## config.mk

```make
export PLATFORM = sky130hd
export DESIGN_NAME = tdm_demux4_flat
export DESIGN_NICKNAME = d
export VERILOG_FILES = /design/src/rtl/tdm_demux4_if.sv /design/src/rtl/tdm_demux4.sv /design/src/flat_wrapper.sv
export SDC_FILE = /design/constraint.sdc
export NUM_CORES = 1
export LEC_CHECK = 0
export BUFFER_PORTS_ARGS = -buffer_cell sky130_fd_sc_hd__clkbuf_2
export CAP_MARGIN = 20
export CORE_MARGIN = 2
export CORE_UTILIZATION = 30
export CTS_BUF_LIST = sky130_fd_sc_hd__clkbuf_16
export DETAILED_ROUTE_END_ITERATION = 8
export SLEW_MARGIN = 20
export SYNTH_ARGS = -nofsm -noshare
export SYNTH_HDL_FRONTEND = slang
export SYNTH_SLANG_ARGS = --single-unit
export TNS_END_PERCENT = 10
```

## constraint.sdc

```tcl
create_clock -name clk -period 3.01 [get_ports clk]
set_clock_uncertainty 0.05 [all_clocks]
set_input_delay 0.301 -clock clk [delete_from_list [all_inputs] [get_ports clk]]
set_output_delay 0.301 -clock clk [all_outputs]
set_load 0.02 [all_outputs]
```

## src/rtl/tdm_demux4_if.sv

```systemverilog
// Bus bundle for the TDM 1-to-4 demultiplexer: serial sample input side and
// rebuilt parallel frame output side.
interface tdm_demux4_if #(
  parameter int W = 1
) ();
  logic             in_valid;
  logic [W-1:0]     in_data;
  logic             in_sof;
  logic [4*W-1:0]   out_data;
  logic             out_valid;
  logic [1:0]       slot;
  logic             locked;
  logic             sync_err;

  // Sender / environment side: drives samples, observes frames.
  modport master (
    output in_valid, in_data, in_sof,
    input  out_data, out_valid, slot, locked, sync_err
  );

  // Demultiplexer side: consumes samples, produces frames.
  modport slave (
    input  in_valid, in_data, in_sof,
    output out_data, out_valid, slot, locked, sync_err
  );
endinterface

```

## src/rtl/tdm_demux4.sv

```systemverilog
// TDM 1-to-4 demultiplexer: receive end of a 4:1 TDM link. Stages lanes 0..2,
// then publishes the whole frame at once when the slot-3 sample arrives. A
// start-of-frame marker on slot 0 establishes and maintains alignment.
module tdm_demux4 #(
  parameter int W = 1
) (
  input  logic               clk,
  input  logic               rst_n,
  tdm_demux4_if.slave        bus
);

  typedef enum logic [0:0] {
    HUNT = 1'b0,
    SYNC = 1'b1
  } state_e;

  state_e            state_q, state_d;
  logic [1:0]        slot_q, slot_d;
  logic [W-1:0]      lane0_q, lane0_d;
  logic [W-1:0]      lane1_q, lane1_d;
  logic [W-1:0]      lane2_q, lane2_d;
  logic [4*W-1:0]    out_data_q, out_data_d;
  logic              out_valid_q, out_valid_d;
  logic              sync_err_q, sync_err_d;

  // State, staging and output registers; async reset clears everything.
  always_ff @(posedge clk or negedge rst_n) begin
    if (!rst_n) begin
      state_q     <= HUNT;
      slot_q      <= 2'd0;
      lane0_q     <= '0;
      lane1_q     <= '0;
      lane2_q     <= '0;
      out_data_q  <= '0;
      out_valid_q <= 1'b0;
      sync_err_q  <= 1'b0;
    end else begin
      state_q     <= state_d;
      slot_q      <= slot_d;
      lane0_q     <= lane0_d;
      lane1_q     <= lane1_d;
      lane2_q     <= lane2_d;
      out_data_q  <= out_data_d;
      out_valid_q <= out_valid_d;
      sync_err_q  <= sync_err_d;
    end
  end

  // Framing FSM: next state, slot advance, lane staging and pulse outputs.
  always_comb begin
    state_d     = state_q;
    slot_d      = slot_q;
    lane0_d     = lane0_q;
    lane1_d     = lane1_q;
    lane2_d     = lane2_q;
    out_data_d  = out_data_q;
    out_valid_d = 1'b0;
    sync_err_d  = 1'b0;

    if (bus.in_valid) begin
      case (state_q)
        HUNT: begin
          if (bus.in_sof) begin
            lane0_d = bus.in_data;
            slot_d  = 2'd1;
            state_d = SYNC;
          end else begin
            // Unaligned and no marker: discard silently.
            slot_d  = 2'd0;
          end
        end
        SYNC: begin
          if (bus.in_sof) begin
            // A marker anywhere but slot 0 means the partial frame is bad;
            // flag it, but the marker itself realigns us immediately.
            sync_err_d = (slot_q != 2'd0) ? 1'b1 : 1'b0;
            lane0_d    = bus.in_data;
            slot_d     = 2'd1;
          end else begin
            case (slot_q)
              2'd0: begin
                // Slot 0 must carry the marker: alignment lost.
                sync_err_d = 1'b1;
                slot_d     = 2'd0;
                state_d    = HUNT;
              end
              2'd1: begin
                lane1_d = bus.in_data;
                slot_d  = 2'd2;
              end
              2'd2: begin
                lane2_d = bus.in_data;
                slot_d  = 2'd3;
              end
              2'd3: begin
                // Last lane goes straight to the output with the staged ones.
                out_data_d  = {bus.in_data, lane2_q, lane1_q, lane0_q};
                out_valid_d = 1'b1;
                slot_d      = 2'd0;
              end
              default: begin
                slot_d = 2'd0;
              end
            endcase
          end
        end
        default: begin
          state_d = HUNT;
          slot_d  = 2'd0;
        end
      endcase
    end else begin
      // Gap: hold everything.
      state_d = state_q;
    end
  end

  assign bus.out_data  = out_data_q;
  assign bus.out_valid = out_valid_q;
  assign bus.slot      = slot_q;
  assign bus.locked    = (state_q == SYNC);
  assign bus.sync_err  = sync_err_q;

endmodule

```

## src/flat_wrapper.sv

```systemverilog
// flat-port wrapper written by rule: the top's interface ports become plain ports
module tdm_demux4_flat 
#(
  parameter int W = 1
)
  (clk, rst_n, bus_in_valid, bus_in_data, bus_in_sof, bus_out_data, bus_out_valid, bus_slot, bus_locked, bus_sync_err);
  tdm_demux4_if #(.W(W)) bus_i ();
  input  logic clk;
  input  logic rst_n;
  input wire logic [$bits(bus_i.in_valid)-1:0] bus_in_valid;
  input wire logic [$bits(bus_i.in_data)-1:0] bus_in_data;
  input wire logic [$bits(bus_i.in_sof)-1:0] bus_in_sof;
  output wire logic [$bits(bus_i.out_data)-1:0] bus_out_data;
  output wire logic [$bits(bus_i.out_valid)-1:0] bus_out_valid;
  output wire logic [$bits(bus_i.slot)-1:0] bus_slot;
  output wire logic [$bits(bus_i.locked)-1:0] bus_locked;
  output wire logic [$bits(bus_i.sync_err)-1:0] bus_sync_err;
  assign bus_i.in_valid = bus_in_valid;
  assign bus_i.in_data = bus_in_data;
  assign bus_i.in_sof = bus_in_sof;
  assign bus_out_data = bus_i.out_data;
  assign bus_out_valid = bus_i.out_valid;
  assign bus_slot = bus_i.slot;
  assign bus_locked = bus_i.locked;
  assign bus_sync_err = bus_i.sync_err;
  tdm_demux4 #(.W(W)) u_core (.clk(clk), .rst_n(rst_n), .bus(bus_i));
endmodule
```

=== Yosys cells after proc, flatten, opt, wreduce, memory -nomap -nowiden ===
Index checks and enable logic that the tools add are counted.
Widths: inputs -> output; s select.

* Bits of input ports: 5
* Memories: 0
* Register bits: 12
* Memory bits (read-only): 0
* Output and inout bits: 9
* Memory bits (writable): 0
* Bits in latches: 0

* Reductions and logical operators: 7
* Shift-type cells: 0
* Divide/modulo/power cells: 0
* Bitwise logic cells: 2
* Multipliers: 0
* Magnitude comparators: 0
* Multiplexer cells: 18
* Eq/ne operators: 3
* Add/subtract/negate cells: 0

{| class="wikitable"
|+ Operator list
! kind !! count
|-
| $mux 1 || 14
|-
| $reduce_and 4->1 || 3
|-
| $pmux 2 s3 || 1
|-
| $eq 2x2->1 const B || 2
|-
| $pmux 2 s2 || 1
|-
| $eq 2x1->1 const B || 1
|-
| $logic_not 2->1 || 1
|-
| $mux 2 || 1
|-
| $not 1->1 || 2
|-
| $pmux 1 s2 || 1
|-
| $reduce_and 2->1 || 1
|-
| $reduce_bool 2->1 || 1
|-
| $reduce_or 2->1 || 1
|}

=== Longest topological paths before layout ===
* Depth in word-level cells: 5
* Mapped depth: 4
* Gate-level depth less buffers: 4

=== Least setup slack after synthesis ===
Ideal clock, no wire load.

* Path kind: reg2reg
* Start: register u_core.slot_q[0] (netlist: u_core.bus.slot[0])
* End: register u_core.lane2_q
* Setup slack: 1621 ps
* Cell stages (with the launch flop): 5
* Path buffers: 0
* Library setup time: 125 ps
* Data required time: 2835 ps
* Arrival time: 1214 ps
* Cells stage by stage: dfrtp_1 -> inv_1 -> ha_1 -> nand4b_1 -> mux2_2

* Word-level cells in the longest chain between the ends: 2

{| class="wikitable"
|+ Ends and longest elaborated chain
! element !! RTL line !! RTL
|-
| start: declaration || tdm_demux4.sv:18 || <nowiki>logic [1:0] slot_q, slot_d;</nowiki>
|-
| start signal: assignment || tdm_demux4.sv:39 || <nowiki>slot_q <= slot_d;</nowiki>
|-
| $eq 2x2->1 || tdm_demux4.sv:80 || <nowiki>case (slot_q)</nowiki>
|-
| $reduce_and 4->1 (no source line) || -- ||
|-
| end signal: assignment || tdm_demux4.sv:42 || <nowiki>lane2_q <= lane2_d;</nowiki>
|-
| end: declaration || tdm_demux4.sv:21 || <nowiki>logic [W-1:0] lane2_q, lane2_d;</nowiki>
|}

Every way passes these cells.
A chain may end at the register's enable or synchronous reset.

=== Worst setup path after layout ===
Same ends and word-level chain as after synthesis.

==> impl_summary.log <==
[metrics] worst reg2reg setup slack: 1.67 ns
[metrics] dpl cell area: 655.6 um^2
[metrics] sequential element share of the synthesized area: 53.22%
[metrics] top-area cell type share of the netlist area: 53.22%
[metrics] cell class contributing the biggest share of worst-path delay: flip-flops
[metrics] crit-path max cell delay: 0.41 ns
[metrics] Layout Cells excl Fill: 85
[metrics] master of the slowest instance on the critical path: sky130_fd_sc_hd__dfrtp_1
[metrics] leading cell types by total area after synthesis: sky130_fd_sc_hd__dfrtp_1, sky130_fd_sc_hd__mux2_2, sky130_fd_sc_hd__ha_1
[metrics] switching power as a share of total power: 28.99%
[metrics] Final Routed Wirelength: 906 um
[metrics] worst slew pin tran: 0.2972 ns
[metrics] number of buffers between clock root and the deepest sink: 2
[metrics] final hold slack: 0.2925 ns
[metrics] most common cell in the synthesized netlist: sky130_fd_sc_hd__dfrtp_1
[metrics] depth of the worst register-to-register path: 4
[metrics] Starting DRT DRC Count: 1
[metrics] number of DRC violations after detailed routing: 0
[metrics] status: finished, final reports clean
[metrics] weighted congestion reported at the end of routability-driven placement: 0.6686
[metrics] final critical path time including I/O delays and setup: 1.340 ns
[metrics] Worst VDD drop: 297.1 uV
[metrics] Worst Path Buf+Inv: 1
[metrics] design internal power: 0.4527 mW
[metrics] capture endpoint of the worst hold path: u_core.bus.out_data[3]$_DFFE_PN0P_
[metrics] number of antenna cells inserted: 0
[metrics] overall die area: 2244 um^2
[metrics] FMAX: 0.7463 GHz
[metrics] total routing resource utilization after global routing: 10.16%
[metrics] number of antenna violations at the first check in global routing: 0
[metrics] fraction of layout cells with a size suffix above 1: 40.00%
[metrics] power density over the cells: 856.4 nW/um^2
[metrics] clock transition at the registers of the reported paths: 0.04 ns
[metrics] post-route antenna net violation count: 0
[metrics] nets in the synthesized netlist: 54
[metrics] netlist area before placement: 564.3 um^2
[metrics] Hold Vio Cnt, Final: 0
[metrics] total of buffers placed on input and output ports: 13
[metrics] via count of the first global-routing pass: 340
[metrics] setup ws final: 1.670 ns
[metrics] CP startpoint kind: register
[metrics] Mapped Avg Cell Area: 13.12 um^2
[metrics] number of placed cells counting well taps: 80
[metrics] power share of the sequential group: 37.8%
[metrics] area overhead of the layout relative to synthesis: 31.93%
[metrics] total grt overflow: 0
[metrics] level count of the clock H-tree: 1
[metrics] final instance area: 744.5 um^2
[metrics] required time at the endpoint of the critical path: 3.08 ns
[metrics] Post-Route Setup TNS: 0 ns
[metrics] count of different cell masters after synthesis: 12
[metrics] number of synthesized flops with an enable pin: 0
[metrics] end of the worst register-to-register path: u_core.lane2_q$_DFFE_PN0P_
[metrics] wire length of the first global-routing pass: 1504 um
[metrics] unrepaired setup endpoints after global routing: no
[metrics] via/cell ratio: 4.388
[metrics] most frequently used flop master after synthesis: sky130_fd_sc_hd__dfrtp_1
[metrics] Yosys top cell by area: sky130_fd_sc_hd__dfrtp_1
[metrics] HP Start: bus_in_data
[metrics] Clk Latency, worst-skew pair: 0.24 ns
[metrics] clock sinks: 12
[metrics] Comb pwr share: 24.3%
[metrics] number of cells on the worst hold path: 2
[metrics] ranking of synthesized cells by instance count: sky130_fd_sc_hd__dfrtp_1, sky130_fd_sc_hd__mux2_2, sky130_fd_sc_hd__ha_1, sky130_fd_sc_hd__inv_1, sky130_fd_sc_hd__a21oi_1
[metrics] worst-case setup slack after placement: 1.658 ns
[metrics] maxcap violations: 0
[metrics] count of TritonRoute iterations in the first routing pass: 2
[metrics] fill cell total of the finished layout: 167
[metrics] number of vias after detailed routing: 373
[metrics] async set-reset flop share out of synthesis: 100.0%
[metrics] relative slew slack: 80.19%
[metrics] source of the worst register-to-register timing path: u_core.bus.slot[0]$_DFFE_PN0P_
[metrics] wire length per cell after detailed routing: 10.66 um
[metrics] largest fanout on the critical path: 5
[metrics] count of nets after finishing: 72
[metrics] I/O pin total: 14
[metrics] cell at the root of the clock tree: sky130_fd_sc_hd__clkbuf_16
[metrics] element type at the critical path end: register
[metrics] leakage: 0.4013 nW
[metrics] die height: 47.37 um
[metrics] count of standard-cell rows: 15
[metrics] path category of the worst min-delay check: in -> reg
[metrics] power spent charging and discharging nets: 0.1848 mW
[metrics] number of pins with negative max-slew slack in the final report: 0
[metrics] arrival time worst endpoint: 1.41 ns
[metrics] crit share post-route: 44.51%
[metrics] detailed-placement wirelength estimate: 676.5 um
[metrics] synthesized instance count: 43
[metrics] Ys Warns: 0
[metrics] series of cell instances along the critical path: inv_1 -> ha_1 -> nand4b_1 -> mux2_2
[metrics] part of the total power dissipated in the clock network: 38.0%
[metrics] path type of the worst setup path: reg -> reg
[metrics] core outline area: 1745 um^2
[metrics] number of buffers inserted during clock tree synthesis: 3
[metrics] flop and latch count out of synthesis: 12
[metrics] starting density of the core: 32.33%
[metrics] final setup fails: 0
[metrics] floorplan die width: 47.37 um
[metrics] maximum number of pins on one net before global-route repair: 13
[metrics] TritonCTS clock tree: done
==> final cells by class <==
type	instances	area, um^2	share of cell area (%)
sequential	12	300.3	40.34
multi-input combinational	25	240.2	32.27
clock buffer	3	75.07	10.08
timing repair buffer	14	75.07	10.08
tap	25	31.28	4.202
inverter	5	18.77	2.521
clock inverter	1	3.754	0.5042
==> per-stage QoR <==
step	power [mW]	util, %
after global placement	0.3981	37.56
after CTS	0.6447	42.65
after global routing	0.6779	42.65
final	0.6375	42.65
after floorplan	0.3453	-
after detailed placement	0.4005	37.56
==> cells by family after synthesis <==
logic type	after synthesis	share of synthesized area (%)
AO/OA/AOI/OAI	5	5.322
adder cells (fa/ha/maj)	6	13.30
buffers and inverters	6	4.212
flip-flops	12	53.22
multiplexers	7	13.97
AND/OR/NAND/NOR	7	9.979
==> layout by cell type, fill, tap and decap left out, types with 2 or more instances in the layout <==
master / instances
sky130_fd_sc_hd__a21oi_1: 3
sky130_fd_sc_hd__clkbuf_16: 3
sky130_fd_sc_hd__clkbuf_2: 13
sky130_fd_sc_hd__dfrtp_1: 12
sky130_fd_sc_hd__ha_1: 6
sky130_fd_sc_hd__inv_1: 5
sky130_fd_sc_hd__mux2_2: 7
sky130_fd_sc_hd__nand2_1: 2
sky130_fd_sc_hd__nand4b_1: 2
sky130_fd_sc_hd__nor2_1: 2
==> how the worst max path moves through the flow <==
stage / startpoint / endpoint / slack [ns] / cells past startpoint
3_5_place_dp: u_core.bus.slot[0]$_DFFE_PN0P_ / u_core.lane2_q$_DFFE_PN0P_ / 1.66 / 4
6_report: u_core.bus.slot[0]$_DFFE_PN0P_ / u_core.lane2_q$_DFFE_PN0P_ / 1.67 / 4
5_1_grt: u_core.bus.slot[0]$_DFFE_PN0P_ / u_core.lane2_q$_DFFE_PN0P_ / 1.56 / 4
4_1_cts: u_core.bus.slot[0]$_DFFE_PN0P_ / u_core.lane2_q$_DFFE_PN0P_ / 1.65 / 4
3_3_place_gp: u_core.bus.slot[0]$_DFFE_PN0P_ / u_core.lane2_q$_DFFE_PN0P_ / 1.68 / 4
2_1_floorplan: u_core.bus.slot[0]$_DFFE_PN0P_ / u_core.lane2_q$_DFFE_PN0P_ / 1.62 / 4
==> what timing repair did <==
item,4_1_cts,5_1_grt
hold buffers,1,0
setup buffers,0,0
hold endpoints to repair,12,0
resized for setup,0,0
==> per-layer routing <==
layer | global-route usage (%) | part of all wire, %
met5 | 0 | 0
met3 | 3.462 | 4.9
met2 | 16.22 | 48
met1 | 11.40 | 45
met4 | 6.667 | 2.1
==> flip-flops by register name, indices dropped and copies added (netlist names) <==
register / cells
u_core.bus.slot: 2
u_core.bus.out_data: 4
u_core.lane1_q: 1
u_core.lane2_q: 1
u_core.bus.sync_err: 1
u_core.bus.locked: 1
u_core.lane0_q: 1
u_core.bus.out_valid: 1
==> power by group through the flow <==
stage	Sequential, mW	Combinational, mW	Clock (mW)
final	0.241	0.155	0.242
after global routing	0.249	0.176	0.253
after CTS	0.242	0.158	0.245
after detailed placement	0.245	0.156	0
after global placement	0.242	0.156	0
after floorplan	0.283	0.0626	0
No activity file was read; power rests on OpenSTA's default activity.
